`config.mk`:
```
export PLATFORM = sky130hd
export DESIGN_NAME = wb_pat_gen_core
export DESIGN_NICKNAME = d
export VERILOG_FILES = /design/src/rtl/pat_gen_pkg.sv /design/src/rtl/pat_gen_seq.sv /design/src/rtl/wb_pat_gen_core.sv
export SDC_FILE = /design/constraint.sdc
export NUM_CORES = 1
export LEC_CHECK = 0
export BUFFER_PORTS_ARGS = -buffer_cell sky130_fd_sc_hd__buf_4
export CAP_MARGIN = 15
export CORE_ASPECT_RATIO = 0.8
export CORE_UTILIZATION = 27
export DETAILED_ROUTE_END_ITERATION = 10
export PLACE_DENSITY = 0.54
export SETUP_SLACK_MARGIN = 0.5
export SYNTH_ARGS = -nofsm -noshare
export SYNTH_HDL_FRONTEND = slang
export SYNTH_SLANG_ARGS = --single-unit
```
`constraint.sdc`:
```
create_clock -name wb_clk_i -period 5.5 [get_ports wb_clk_i]
set_input_delay 0.825 -clock wb_clk_i [delete_from_list [all_inputs] [get_ports wb_clk_i]]
set_output_delay 0.825 -clock wb_clk_i [all_outputs]
set_load 0.01 [all_outputs]
```
`src/rtl/pat_gen_pkg.sv`:
```
// rtl/pat_gen_pkg.sv - shared types, register indices and bit positions for the pattern generator
package pat_gen_pkg;

  typedef enum logic [1:0] {
    MODE_CONST = 2'd0,
    MODE_INCR  = 2'd1,
    MODE_LFSR  = 2'd2,
    MODE_WALK  = 2'd3
  } pat_mode_e;

  typedef enum logic [1:0] {
    ST_IDLE = 2'd0,
    ST_RUN  = 2'd1,
    ST_DONE = 2'd2
  } state_e;

  localparam int REG_CTRL   = 0;
  localparam int REG_SEED   = 1;
  localparam int REG_COUNT  = 2;
  localparam int REG_STATUS = 3;

  localparam int CTRL_EN_BIT     = 0;
  localparam int CTRL_MODE_LSB   = 1;
  localparam int STATUS_BUSY_BIT = 0;
  localparam int STATUS_DONE_BIT = 1;

endpackage

```
`src/rtl/pat_gen_seq.sv`:
```
// rtl/pat_gen_seq.sv - combinational next-word function for the pattern generator
module pat_gen_seq
  import pat_gen_pkg::*;
#(
  parameter int DATA_WIDTH = 16
) (
  input  pat_mode_e              mode,
  input  logic [DATA_WIDTH-1:0]  cur,
  input  logic [DATA_WIDTH-1:0]  seed,
  input  logic [DATA_WIDTH-1:0]  taps,
  output logic [DATA_WIDTH-1:0]  next
);

  always_comb begin
    next = seed;
    case (mode)
      MODE_CONST: next = seed;
      MODE_INCR:  next = cur + DATA_WIDTH'(1);
      MODE_LFSR:  next = cur[0] ? ((cur >> 1) ^ taps) : (cur >> 1);
      MODE_WALK:  next = {cur[DATA_WIDTH-2:0], cur[DATA_WIDTH-1]};
      default:    next = seed;
    endcase
  end

endmodule

```
`src/rtl/wb_pat_gen_core.sv`:
```
// rtl/wb_pat_gen_core.sv - Wishbone-slave pattern generator with register bank and handshaked output
module wb_pat_gen_core
  import pat_gen_pkg::*;
#(
  parameter int                    ADDR_WIDTH = 12,
  parameter int                    DATA_WIDTH = 16,
  parameter int                    NUM_REGS   = 4,
  parameter int                    SEL_WIDTH  = DATA_WIDTH / 8,
  parameter logic [DATA_WIDTH-1:0] LFSR_TAPS  = 16'hB400
) (
  input  logic                  wb_clk_i,
  input  logic                  wb_rst_i,
  input  logic                  wb_si_cyc_i,
  input  logic                  wb_si_stb_i,
  input  logic                  wb_si_we_i,
  input  logic [ADDR_WIDTH-1:0] wb_si_adr_i,
  input  logic [SEL_WIDTH-1:0]  wb_si_sel_i,
  input  logic [DATA_WIDTH-1:0] wb_si_dat_i,
  output logic [DATA_WIDTH-1:0] wb_si_dat_o,
  output logic                  wb_si_ack_o,
  input  logic                  cfg_pat_gen_i,
  output logic [DATA_WIDTH-1:0] pat_data_o,
  output logic                  pat_valid_o,
  input  logic                  pat_ready_i,
  output logic                  nopg_o
);

  localparam int IDX_W = $clog2(NUM_REGS);

  logic [DATA_WIDTH-1:0] regs [NUM_REGS];
  logic [IDX_W-1:0]      idx;
  logic                  addr_ok, sel_status, bus_req, bus_wr;
  logic                  done_sts, run_en, handshake, fin_evt, cont_lat;
  logic [DATA_WIDTH-1:0] wr_merged, rd_val, status_word, start_word, next_word;
  logic [DATA_WIDTH-1:0] seed_lat, remaining;
  pat_mode_e             mode_lat, ctrl_mode;
  state_e                state;
  logic                  unused_adr;

  assign unused_adr = ^wb_si_adr_i[1:0];
  assign idx        = wb_si_adr_i[IDX_W+1:2];
  assign addr_ok    = ((wb_si_adr_i >> (IDX_W + 2)) == '0) && (32'(idx) < NUM_REGS);
  assign sel_status = (32'(idx) == REG_STATUS);
  assign bus_req    = wb_si_cyc_i && wb_si_stb_i && !wb_si_ack_o;
  assign bus_wr     = bus_req && wb_si_we_i && addr_ok;

  assign run_en    = regs[REG_CTRL][CTRL_EN_BIT];
  assign ctrl_mode = pat_mode_e'(regs[REG_CTRL][CTRL_MODE_LSB +: 2]);
  assign handshake = pat_valid_o && pat_ready_i;
  // Final word of a counted run: remaining is about to reach zero
  assign fin_evt   = (state == ST_RUN) && run_en && handshake && !cont_lat &&
                     (remaining == DATA_WIDTH'(1));
  assign nopg_o    = !((state == ST_RUN) && (pat_valid_o || cfg_pat_gen_i));

  always_comb begin
    wr_merged = regs[idx];
    for (int b = 0; b < SEL_WIDTH; b++) begin
      if (wb_si_sel_i[b]) wr_merged[8*b +: 8] = wb_si_dat_i[8*b +: 8];
    end
  end

  always_comb begin
    status_word = '0;
    status_word[STATUS_BUSY_BIT] = (state == ST_RUN);
    status_word[STATUS_DONE_BIT] = done_sts;
  end

  always_comb begin
    rd_val = '0;
    if (addr_ok) rd_val = sel_status ? status_word : regs[idx];
  end

  always_comb begin
    start_word = regs[REG_SEED];
    case (ctrl_mode)
      MODE_WALK: start_word = DATA_WIDTH'(1);
      MODE_LFSR: if (regs[REG_SEED] == '0) start_word = DATA_WIDTH'(1);
      default:   start_word = regs[REG_SEED];
    endcase
  end

  pat_gen_seq #(.DATA_WIDTH(DATA_WIDTH)) u_seq (
    .mode (mode_lat),
    .cur  (pat_data_o),
    .seed (seed_lat),
    .taps (LFSR_TAPS),
    .next (next_word)
  );

  always_ff @(posedge wb_clk_i or posedge wb_rst_i) begin
    if (wb_rst_i) begin
      wb_si_ack_o <= 1'b0;
      wb_si_dat_o <= '0;
    end else begin
      wb_si_ack_o <= bus_req;
      if (bus_req && !wb_si_we_i) wb_si_dat_o <= rd_val;
    end
  end

  // Completion overrides both a same-cycle W1C of DONE and a bus write to CTRL
  always_ff @(posedge wb_clk_i or posedge wb_rst_i) begin
    if (wb_rst_i) begin
      for (int i = 0; i < NUM_REGS; i++) regs[i] <= '0;
      done_sts <= 1'b0;
    end else begin
      if (bus_wr && !sel_status) regs[idx] <= wr_merged;
      if (bus_wr && sel_status && wb_si_sel_i[0] && wb_si_dat_i[STATUS_DONE_BIT])
        done_sts <= 1'b0;
      if (fin_evt) begin
        done_sts <= 1'b1;
        regs[REG_CTRL][CTRL_EN_BIT] <= 1'b0;
      end
    end
  end

  always_ff @(posedge wb_clk_i or posedge wb_rst_i) begin
    if (wb_rst_i) begin
      state       <= ST_IDLE;
      pat_valid_o <= 1'b0;
      pat_data_o  <= '0;
      remaining   <= '0;
      seed_lat    <= '0;
      mode_lat    <= MODE_CONST;
      cont_lat    <= 1'b0;
    end else begin
      case (state)
        ST_IDLE: begin
          if (run_en) begin
            state       <= ST_RUN;
            pat_valid_o <= 1'b1;
            pat_data_o  <= start_word;
            remaining   <= regs[REG_COUNT];
            seed_lat    <= regs[REG_SEED];
            mode_lat    <= ctrl_mode;
            cont_lat    <= (regs[REG_COUNT] == '0);
          end
        end
        ST_RUN: begin
          if (!run_en) begin
            state       <= ST_IDLE;
            pat_valid_o <= 1'b0;
          end else if (handshake) begin
            if (fin_evt) begin
              state       <= ST_DONE;
              pat_valid_o <= 1'b0;
            end else begin
              pat_data_o  <= next_word;
              pat_valid_o <= cfg_pat_gen_i;
            end
            if (!cont_lat) remaining <= remaining - DATA_WIDTH'(1);
          end else if (!pat_valid_o && cfg_pat_gen_i) begin
            pat_valid_o <= 1'b1;
          end
        end
        ST_DONE: state <= ST_IDLE;
        default: state <= ST_IDLE;
      endcase
    end
  end

endmodule

```
==> results of run 1 <==
[power by group through the flow]
stage               logic, mW  clock network [mW]  registers, mW
floorplan               0.101                   0           1.05
global placement        0.160                   0           1.05
detailed placement      0.161                   0           1.05
CTS                     0.162                1.27           1.04
global route            0.177                1.32           1.04
finish                  0.160                1.25           1.04
[registers in the layout, indices dropped and copies added (netlist names), 2 cells and up]
name and flops:
ctrl_mode 2, state 2, remaining 16, mode_lat 2, wb_si_dat_o 16, regs 62
seed_lat 16, pat_data_o 16
[synthesized netlist by cell type (5+ instances only)]
master       n
nand3_1     16
o2bb2ai_1    5
dfrtp_1    136
nor2_1      24
nand2b_1     7
clkbuf_1    56
o21ai_0     91
a22o_1      15
a211oi_1    15
and3_1       8
mux2_2      23
o21ai_1      7
nor4_1      15
inv_1       13
a221oi_1     5
a21oi_1     43
a22oi_1      6
nor3_1       8
mux2i_1     25
nand4_1      9
mux4_2      13
nor2b_1      9
buf_2        8
nand2_1     88
[worst paths after layout]
path / slack (ps) / from / end
worst max-delay path: 2780 / remaining[5]$_DFFE_PP0P_ / pat_data_o[11]$_DFFE_PP0P_
worst min-delay path: 370 / regs[0]$_DFFE_PP0P_ / regs[0]$_DFFE_PP0P_
worst max register to register: 2780 / remaining[5]$_DFFE_PP0P_ / pat_data_o[11]$_DFFE_PP0P_
worst min register to register: 370 / regs[0]$_DFFE_PP0P_ / regs[0]$_DFFE_PP0P_
max in group asynchronous: 3910 / wb_rst_i / remaining[15]$_DFFE_PP0P_
min in group asynchronous: 590 / wb_rst_i / wb_si_dat_o[12]$_DFFE_PP0P_
[kinds of logic (layout without fill, tap and decap cells)]
logic type                 Yosys count  count (layout)  share of synthesized area, %
xor gates and xnor gates             6               6                        0.7423
buffers and inverters               83             125                         4.648
AOI/OAI and AO/OA                  226             226                         19.74
adders and majority gates            3               3                        0.5303
and+or+nand+nor                    209             209                         14.93
muxes                               61              61                         11.33
DFF                                136             136                         48.07
[routing by layer]
layer	part of all wire, %	track usage (%)
met2	45	23.19
met5	0	0
met4	1.4	4.542
met1	49	23.05
met3	4.3	3.718
[stage by stage]
stage,worst slack (ps),instances,area [um^2],hold WS [ps]
floorplan,1036,724,7079,424.0
global placement,2149,1083,7838,363.5
detailed placement,2078,1083,7838,364.0
CTS,2536,1115,8468,376.6
global route,2551,1117,8498,384.8
finish,2778,1117,8498,371.0
[cell type report]
| class | count | area (um^2) |
|---|---|---|
| sequential | 136 | 3403 |
| multi-input combinational | 505 | 3363 |
| clock inverter | 8 | 168.9 |
| inverter | 15 | 61.31 |
| timing repair buffer | 78 | 600.6 |
| fill | 2650 | 17010 |
| clock buffer | 24 | 461.7 |
| tap | 351 | 439.2 |
[critical path, stage by stage, from the launching register on]
cell	delay (ps)
dfrtp_1	430
nor3_1	570
nand3_1	270
o31ai_4	930
a21oi_1	170
a32o_1	240
==> results.yml, run 1 <==
run_status:
  status: "complete, no violations"
synth:
  async_flop_share_pct: 100.0
  synth_area_um2: 7079
  ys_types: 63
  ys_ff_latch: 136
  synth_edf_count: 0
  syn_inst: 724
  yosys.area.top_type_share_pct: 48.07
  synth_warnings: 0
  synth_ff_type: "dfrtp_1"
  yosys.area.top_type: "dfrtp_1"
  syn-num-nets: 764
  syn_avg_cell_area_um2: 9.778
  yosysSeqAreaShare_pct: 48.07
  synth_area_leaders: "dfrtp_1, o21ai_0, nand2_1, mux4_2, mux2_2"
floorplanning:
  fp.dieArea_um2: 26880
  core_um2: 25500
  ios: 72
  initial_utilization_pct: 27.76
  die_w_um: 183.0
  dieHeight_um: 146.8
  num_rows: 52
sta:
  fmax_mhz: 367.4
  period_needed_ps: 2722
  tns_ps: 0
  skew_ps: 11.55
  period_share_pct: 49.49
  rsz0062_at_grt: "no"
  final-hold-violation-count: 0
  tightest_slew_ps: 1107
  setup_viol: 0
  relSlewSlack_pct: 26.21
  finalMaxSlewViolations: 0
clocking:
  cts_num_sinks: 136
  ctsHtreeMaxLevel: 4
  tritoncts: "done"
  insertion_delay_ps: 430
  cts_resized: 0
  clock-root-buffer: "clkbuf_16"
  holdBufCountCts: 0
  cts_buffers: 17
  clk_path_buf_depth: 2
  clk_pin_slew_worst_paths_ps: 60
  post_cts_buffers: 0
power_and_ir_drop:
  p_sw_uw: 556.8
  pwr-share-comb_pct: 6.5
  leakagePower_nw: 3.619
  peakVddDrop_v: 0.0002084
  switching_share_pct: 22.72
  power.density_nw_per_um2: 288.3
  seqPwrFrac_pct: 42.3
  clkPwrFrac_pct: 51.1
  finalPower_mw: 2.450
  p_int_mw: 1.893
cells_and_area:
  final_common_cell: "dfrtp_1"
  area_growth_pct: 20.04
  layout-drive-gt1-share_pct: 19.32
  fin_nets: 793
  fin_util_pct: 33.32
  num_antenna_cells: 0
  layout_common_cells: "dfrtp_1, o21ai_0, nand2_1"
hold_path:
  hp-class: "reg2reg"
  min_path_cells: 0
worst_setup_path:
  rr_worst_depth: 5
  cp-end-kind: "flip-flop"
  crit_fanout: 31
  arrival_ps: 3040
  cp_data_required_time_ps: 5820
  cp-start-kind: "flip-flop"
  criticalPathCategory: "reg2reg"
global_routing:
  grt_pass1_wl_mm: 32.49
  antenna_found_initial: 0
  grt_overflow: 0
  grt_max_degree: 107
  first_global_vias: 5584
  grt_usage_pct: 15.81
placed_design:
  dpl.hpwl_mm: 14.05
  gp_congestion: 0.8439
  numPortBuffers: 69
route:
  drtPass1Iterations: 5
  ant_nets: 0
  drc_errors: 0
  drt_iter0_drc: 449
  viasPerCell: 5.138
  avgRoutedWirePerCell_um: 18.26
  vias: 5739
  routed_wl_mm: 20.40
run:
  drv_cap: 0
(Power assumes the default switching activity.)
==> inputs of run 2 (changes only) <==
==> constraint.sdc (replaced) <==
create_clock -name wb_clk_i -period 2.59 [get_ports wb_clk_i]
set_input_delay 0.3885 -clock wb_clk_i [delete_from_list [all_inputs] [get_ports wb_clk_i]]
set_output_delay 0.3885 -clock wb_clk_i [all_outputs]
set_load 0.01 [all_outputs]
==> run 2 against run 1 <==
Global-route usage rose by 0.45 points. Via count rose by 1.7%. First-iteration DRC count fell by 0.67%. Register-to-register slack got worse by 2300 ps. Die area did not move. Routed wire length rose by 1.7%. Sequential power rose by 110%. Combinational power rose by 130%. Clock power rose by 98%. Count of clock-buffer cells in the layout did not move. Cell area rose by 3.2%. Utilization rose by 1.1 points. Largest cell class unchanged. Highest routed layer unchanged.
==> results.yml, run 2 (synthesized netlist as in run 1, its figures left out) <==
sta:
  finalMaxSlewViolations: 0
  tightest_slew_ps: 712.4
  fmax_mhz: 477.8
  period_share_pct: 80.81
  rsz0062_at_grt: "yes"
  final-hold-violation-count: 0
  skew_ps: 10.49
  relSlewSlack_pct: 52.51
  period_needed_ps: 2093
  tns_ps: 0
  setup_viol: 0
  layout_setup_ws_ps: 497.0
route:
  wl_met3_mm: 1.101
  avgRoutedWirePerCell_um: 18.00
  ant_nets: 0
  drt_iter0_drc: 446
  vias: 5837
  met1_length_mm: 10.18
  drtPass1Iterations: 5
  routed_wl_mm: 20.74
  highest_layer: "met4"
  wl_met2_mm: 9.048
  drc_errors: 0
  viasPerCell: 5.067
clocking:
  cts_buffers: 17
  clk_pin_slew_worst_paths_ps: 60
  clk_path_buf_depth: 2
  clock-root-buffer: "clkbuf_16"
  holdBufCountCts: 0
  cts_num_sinks: 136
  insertion_delay_ps: 430
  tritoncts: "done"
  ctsHtreeMaxLevel: 4
floorplanning:
  die_w_um: 183.0
  fp.dieArea_um2: 26880
  initial_utilization_pct: 27.76
  dieHeight_um: 146.8
  ios: 72
  core_um2: 25500
  num_rows: 52
power_and_ir_drop:
  power.density_nw_per_um2: 573.5
  pwr-share-comb_pct: 7.1
  clkPwrFrac_pct: 49.2
  p_int_mw: 3.839
  switching_share_pct: 23.70
  peakVddDrop_v: 0.0004188
  p_sw_mw: 1.192
  seqPwrFrac_pct: 43.7
  leakagePower_nw: 3.795
worst_setup_path:
  cp_cell_sequence: "or4_4 > or4_4 > nor3_4 > buf_4 > o21a_1 > o22a_1"
  cp-start-kind: "flip-flop"
  crit_family: "simple AND/OR/NAND/NOR gates"
  criticalPathCategory: "reg2reg"
  crit_fanout: 7
  arrival_ps: 2470
  crit_top_cell: "or4_4"
  cp_num_buf_inv: 1
  slowest_stage: "or4_4"
  startpoint: "remaining[0]$_DFFE_PP0P_"
  cp-end-kind: "flip-flop"
  slowest_delay_ps: 560
  cp_data_required_time_ps: 2960
  r2r_start: "remaining[0]$_DFFE_PP0P_"
global_routing:
  grt_pass1_wl_mm: 33.13
  grt_max_degree: 60
  grt_overflow: 0
  antenna_found_initial: 0
  grt_usage_pct: 16.26
  first_global_vias: 5650
placed_design:
  dpl_worst_slack_ps: 366.9
  numPortBuffers: 69
  dpl.hpwl_mm: 15.09
  gp_congestion: 0.8689
cells_and_area:
  area_growth_pct: 23.93
  largest_reg_flops: 62
  largest_register: "regs"
  layout-drive-gt1-share_pct: 24.09
  layout_common_cells: "dfrtp_1, buf_4, o21ai_0"
  final_common_cell: "dfrtp_1"
  fin_nets: 828
  num_antenna_cells: 0
  fin_util_pct: 34.40
  fill_cells: 2596
hold_path:
  hp-class: "in2async"
run:
  drv_cap: 0
run_status:
  status: "complete, no violations"
## run 2: cell type report
cell class | instances | area, um^2 | area share (%)
Sequential cell | 136 | 3407 | 38.83
Multi-Input combinational cell | 505 | 3396 | 38.71
Timing Repair Buffer | 113 | 877.1 | 9.997
Clock buffer | 24 | 501.7 | 5.719
Tap cell | 351 | 439.2 | 5.006
Clock inverter | 8 | 92.59 | 1.055
Inverter | 15 | 60.06 | 0.6845
## run 2: per-layer routing
metal  up-vias  track usage [%]
met2       153            23.16
met3        23            3.520
met4         0            5.958
met1      2871            23.97
li1       2790                -
met5         -                0
## run 2: what timing repair did
item                                    CTS  global route
endpoints found under the setup margin   12            18
gates resized for setup                   3             6
buffers inserted                          0             6
pin swaps                                 0             2
## run 2: power by group through the flow
stage               clock, mW  sequential, mW  combinational (mW)
floorplan                   0            2.23               0.216
global placement            0            2.24               0.357
global route             2.61            2.20               0.401
detailed placement          0            2.24               0.359
finish                   2.47            2.20               0.360
CTS                      2.51            2.20               0.360
## run 2: path summary, 6_finish.rpt
kind	depth (start not counted)	endpoint	slack, ps
setup / recovery	6	remaining[9]$_DFFE_PP0P_	500
hold / removal	2	regs[12]$_DFFE_PP0P_	20
setup reg to reg	6	remaining[9]$_DFFE_PP0P_	500
hold reg to reg	0	regs[6]$_DFFE_PP0P_	370
max in group asynchronous	3	pat_data_o[4]$_DFFE_PP0P_	1880
min in group wb_clk_i	3	pat_valid_o$_DFFE_PP0P_	260
## run 2: stage by stage
step / hold WS, ps / cell area [um^2] / power (mW) / cells
final: 15.80 / 8773 / 5.031 / 1152
after floorplan: 424.0 / 7083 / 2.442 / 724
after global routing: 42.20 / 8773 / 5.217 / 1152
after detailed placement: 363.1 / 8094 / 2.595 / 1114
after global placement: 360.6 / 8094 / 2.593 / 1114
after CTS: 18.41 / 8701 / 5.072 / 1146
